**src/rtl/instr_fetch_unit.sv**
```systemverilog
// instr_fetch_unit: multi-cycle MIPS fetch stage feeding the register file.
// Fetches one word per instruction and waits for end_instr before advancing the PC.
module instr_fetch_unit #(
    parameter logic [31:0] RESET_VECTOR = 32'hBFC00000,
    parameter logic [31:0] HALT_ADDR    = 32'h00000000
) (
    input  logic        clk,
    input  logic        reset,
    output logic [31:0] address,
    output logic        read,
    input  logic        waitrequest,
    input  logic [31:0] readdata,
    output logic [31:0] Instruction,
    output logic        valid,
    output logic        reg_dst,
    input  logic        end_instr,
    input  logic        redirect,
    input  logic [31:0] redirect_pc,
    output logic        active,
    output logic        fault,
    output logic [31:0] retired
);
    typedef enum logic [1:0] {FETCH, EXEC, HALTED} state_t;
    state_t      state_q, state_d;
    logic [31:0] pc_q, pc_d, instr_q, instr_d, retired_q, retired_d, npc;
    logic        read_q, read_d, valid_q, valid_d, reg_dst_q, reg_dst_d;
    logic        active_q, active_d, fault_q, fault_d, bad_tgt, stop;
    assign npc     = redirect ? redirect_pc : pc_q + 32'd4;
    assign bad_tgt = redirect && redirect_pc[1:0] != 2'b00;
    assign stop    = bad_tgt || npc == HALT_ADDR;
    always_ff @(posedge clk) begin
        if (reset) begin
            state_q   <= FETCH;
            pc_q      <= RESET_VECTOR;
            instr_q   <= '0;
            retired_q <= '0;
            read_q    <= 1'b0;
            valid_q   <= 1'b0;
            reg_dst_q <= 1'b0;
            active_q  <= 1'b0;
            fault_q   <= 1'b0;
        end else begin
            state_q   <= state_d;
            pc_q      <= pc_d;
            instr_q   <= instr_d;
            retired_q <= retired_d;
            read_q    <= read_d;
            valid_q   <= valid_d;
            reg_dst_q <= reg_dst_d;
            active_q  <= active_d;
            fault_q   <= fault_d;
        end
    end
    always_comb begin
        state_d = state_q;
        case (state_q)
            FETCH:   state_d = (read_q && !waitrequest) ? EXEC : FETCH;
            EXEC:    state_d = !end_instr ? EXEC : stop ? HALTED : FETCH;
            default: state_d = HALTED;
        endcase
    end
    always_comb begin
        pc_d      = pc_q;
        instr_d   = instr_q;
        retired_d = retired_q;
        read_d    = read_q;
        valid_d   = valid_q;
        reg_dst_d = reg_dst_q;
        active_d  = active_q;
        fault_d   = fault_q;
        case (state_q)
            FETCH: begin
                // read_q low in FETCH only happens on the first cycle out of reset
                if (!read_q) begin
                    read_d   = 1'b1;
                    active_d = 1'b1;
                end else if (!waitrequest) begin
                    instr_d   = readdata;
                    reg_dst_d = readdata[31:26] == 6'b000000;
                    valid_d   = 1'b1;
                    read_d    = 1'b0;
                end
            end
            EXEC: begin
                if (end_instr) begin
                    valid_d   = 1'b0;
                    retired_d = retired_q + 32'd1;
                    fault_d   = fault_q | bad_tgt;
                    pc_d      = bad_tgt ? pc_q : npc;
                    active_d  = !stop;
                    read_d    = !stop;
                end
            end
            default: begin
                read_d   = 1'b0;
                valid_d  = 1'b0;
                active_d = 1'b0;
            end
        endcase
    end
    assign address     = pc_q;
    assign read        = read_q;
    assign Instruction = instr_q;
    assign valid       = valid_q;
    assign reg_dst     = reg_dst_q;
    assign active      = active_q;
    assign fault       = fault_q;
    assign retired     = retired_q;
endmodule

```
**config.mk**
```make
export PLATFORM = sky130hd
export DESIGN_NAME = instr_fetch_unit
export DESIGN_NICKNAME = d
export VERILOG_FILES = /design/src/rtl/instr_fetch_unit.sv
export SDC_FILE = /design/constraint.sdc
export NUM_CORES = 1
export LEC_CHECK = 0
export CORE_ASPECT_RATIO = 1.25
export CORE_MARGIN = 3
export CORE_UTILIZATION = 42
export DETAILED_ROUTE_END_ITERATION = 16
export PLACE_DENSITY = 0.88
export SYNTH_ARGS = -nofsm -noshare
export SYNTH_HDL_FRONTEND = slang
export SYNTH_SLANG_ARGS = --single-unit
```
**constraint.sdc**
```tcl
create_clock -name clk -period 2.74 [get_ports clk]
set_input_delay 0.822 -clock clk [delete_from_list [all_inputs] [get_ports clk]]
set_output_delay 0.822 -clock clk [all_outputs]
set_load 0.01 [all_outputs]
```
==> results.py <==
metrics = {
    "status": {
        "status": "finished clean",
    },
    "floorplan": {
        "die_h_um": 131.4,
        "start_util_pct": 43.23,
        "rows": 45,
        "coreArea_um2": 12220,
        "dieArea_um2": 13960,
        "pin_count": 170,
        "die_x_um": 106.3,
    },
    "timing": {
        "hold_viol_final": 0,
        "fmax_mhz": 376.0,
        "finalWorstSetupSlack_ns": 0.08072,
        "skew_ns": 0.008578,
        "min_period_over_period_pct": 97.05,
        "drv_slew": 0,
        "period_needed_ns": 2.659,
        "tightest_slew_ns": 0.4682,
        "setup_viol": 0,
        "setup_tns_ns": 0,
        "relSlewSlack_pct": 68.50,
    },
    "cts": {
        "clk_pin_slew_ns": 0.08,
        "numClockSinks": 103,
        "cts_buffers": 9,
        "ctsHoldBuffers": 0,
        "clockBufferDepth": 2,
        "insertion_delay_ns": 0.35,
        "cts_tree": "done",
        "htree_levels": 3,
        "clockRootBuffer": "clkbuf_16",
    },
    "detailed_routing": {
        "vias_per_cell": 5.616,
        "drtIter0Drc": 319,
        "firstDrtPassIters": 5,
        "post_drt_wl_per_cell_um": 16.32,
        "drt_wl_total_mm": 17.53,
        "drc": 0,
        "num_vias": 6032,
        "antenna_left": 0,
    },
    "synth": {
        "ys_ff_latch": 103,
        "synth_nets": 773,
        "ys_warn_count": 0,
        "synthCells": 702,
        "netlist_area_um2": 5281,
        "synth_flop_cell": "dfxtp_1",
        "ys_types": 58,
        "yosysSeqAreaShare_pct": 39.04,
        "synth-edff-count": 0,
        "async_flop_share_pct": 0,
        "avgSynthCellArea_um2": 7.523,
    },
    "place": {
        "gp_congestion": 0.9582,
        "pre_cts_slack_ns": -0.7460,
        "dpl.cell_count": 1053,
        "dp.final_hpwl_mm": 12.90,
        "io_buffer_count": 169,
    },
    "hold_path": {
        "hold_class": "flop to flop",
    },
    "cells_and_area": {
        "layout-drive-gt1-share_pct": 13.85,
        "syn_to_final_growth_pct": 51.15,
        "nets": 976,
        "final_util_pct": 65.34,
        "diodes": 0,
        "n_fill_cell": 1031,
        "final_cells": 1074,
    },
    "worst_setup_path": {
        "required_ns": 2.98,
        "cpMaxStageDelayCell": "or4b_4",
        "critPathMaxStageDelay_ns": 0.56,
        "critical-path-top-delay-family": "simple AND/OR/NAND/NOR gates",
        "path_buf_inv": 1,
        "crit_chain": "dlygate4sd2_1 > or4b_4 > o22ai_2 > nand4_1 > nor4_2 > nand4_1 > nor4_4 > and2_1 > nor2_1",
        "worstPathArrival_ns": 2.90,
        "path_class": "input port to flop",
        "crit_top_cell": "nand4_1",
        "worstPathMaxFanout": 3,
        "worstSetupStartpointType": "input port",
        "endpoint_kind": "flop",
    },
    "power": {
        "p_sw_share_pct": 26.97,
        "p_sw_mw": 0.8964,
        "p_total_mw": 3.324,
        "pwr-share-seq_pct": 47.0,
        "clkPwrFrac_pct": 38.9,
        "intPower_mw": 2.428,
        "ir_worst_vdd_mv": 0.2912,
        "powerDensity_nw_per_um2": 416.4,
        "p_leak_nw": 2.918,
        "p_comb_share_pct": 14.1,
    },
    "global_route": {
        "grt_antenna_before_repair": 0,
        "grt_max_degree": 49,
        "grt_pass1_vias": 5723,
        "top_usage_layer": "met2",
        "gr-total-overflow": 0,
        "use_met1_pct": 28.52,
        "use_met2_pct": 41.97,
        "grt_usage_pct": 24.47,
        "grt_pass1_wl_mm": 28.21,
        "met3_usage_pct": 6.830,
    },
    "job": {
        "cap_violations": 0,
    },
}
[sequential cells by signal (all words and copies together), names as in the netlist]
| register | flops |
|---|---|
| state_q | 2 |
| reg_dst | 1 |
| read | 1 |
| Instruction | 32 |
| address | 32 |
| retired | 32 |
| fault | 1 |
| valid | 1 |
| active | 1 |
[cells in the mapped netlist, types with 4 or more instances]
master	number	area, µm²
a211oi_1	5	37.54
a21oi_1	70	350.3
a22oi_1	6	45.04
and2_1	6	37.54
and3_1	11	68.82
and4_1	12	105.1
buf_2	5	25.02
clkbuf_1	43	161.4
dfxtp_1	103	2062
inv_1	10	37.54
nand2_1	117	439.2
nand2b_1	9	56.30
nand3_1	27	135.1
nand4_1	16	100.1
nor2_1	86	322.8
nor3_1	8	40.04
nor4_1	14	87.58
o211ai_1	6	45.04
o21ai_0	31	155.2
o31a_1	4	35.03
o31ai_1	7	52.55
or3_1	11	68.82
or4_1	4	30.03
xnor2_1	10	87.58
xor2_1	22	192.7
[placed cells by master (no fill, tap or decap), types with 9 or more instances in the layout]
cell type,instances
a21oi_1,70
and3_1,11
and4_1,12
buf_4,72
clkbuf_16,9
clkdlybuf4s50_1,161
dfxtp_1,100
inv_1,10
nand2_1,117
nand2b_1,9
nand3_1,24
nand4_1,16
nor2_1,85
nor4_1,11
o21ai_0,30
or3_1,11
xnor2_1,10
xor2_1,22
[timing repair]
item / CTS / global route
endpoints found under the hold margin: 0 / 0
setup buffers: 0 / 5
resized for setup: 12 / 24
pin swaps: 7 / 8
endpoints found under the setup margin: 3 / 4
[power groups by stage]
stage	Sequential (mW)	Clock, mW	Combinational [mW]
after floorplan	1.61	0	0.172
after CTS	1.56	1.31	0.458
final	1.56	1.29	0.469
after detailed placement	1.60	0	0.453
after global placement	1.59	0	0.449
after global routing	1.57	1.37	0.509
[cells by family (layout without fill, tap and decap cells)]
| family | after synthesis | count (layout) | synth area share [%] |
|---|---|---|---|
| flip-flops | 103 | 103 | 39.04 |
| AO/OA/AOI/OAI | 162 | 162 | 18.93 |
| AND/OR/NAND/NOR | 338 | 338 | 31.15 |
| buffers and inverters | 62 | 270 | 4.525 |
| XOR/XNOR | 32 | 32 | 5.307 |
| adder cells (fa/ha/maj) | 2 | 2 | 0.4737 |
| multiplexers | 3 | 3 | 0.5686 |
[final timing paths]
| check | startpoint | end | slack, ns | cells after the start |
|---|---|---|---|---|
| min reg2reg | Instruction[16] | Instruction[16] | 0.45 | 2 |
| max | redirect_pc[2] | active | 0.08 | 9 |
| max reg2reg | address[13] | active | 0.09 | 9 |
| min | Instruction[16] | Instruction[16] | 0.45 | 2 |
[metal layers]
layer,share of wire (%),vias to the layer above
met5,0,-
met4,3.8,0
met3,8.2,55
met2,49,276
met1,39,2804
li1,-,2897
[stage by stage]
stage	cell area, µm²	hold slack (ns)
final	7983	0.4542
after global routing	7983	0.4722
after CTS	7859	0.4555
after detailed placement	7521	0.4469
after global placement	7521	0.4403
after floorplan	5283	0.4805
[worst reg2reg max path, cell delays in order, from the launching register on]
cell and delay [ns]:
dfxtp_2 0.36, nand3_2 0.10, or4_4 0.58, o31a_1 0.32
o31ai_2 0.22, buf_4 0.15, nand4_1 0.16, nor4_4 0.42
and2_1 0.18, nor2_1 0.05
[layout make-up]
class	instances	area [µm²]	area share (%)
multi-input cells	537	3094	38.76
repair buffers	243	2276	28.51
flip-flops and latches	103	2066	25.88
clock buffers	9	225.2	2.821
well taps	164	205.2	2.571
clock inverters	7	75.07	0.9404
inverters	11	41.29	0.5172
Note: power is estimated with default switching activity, not from simulation.
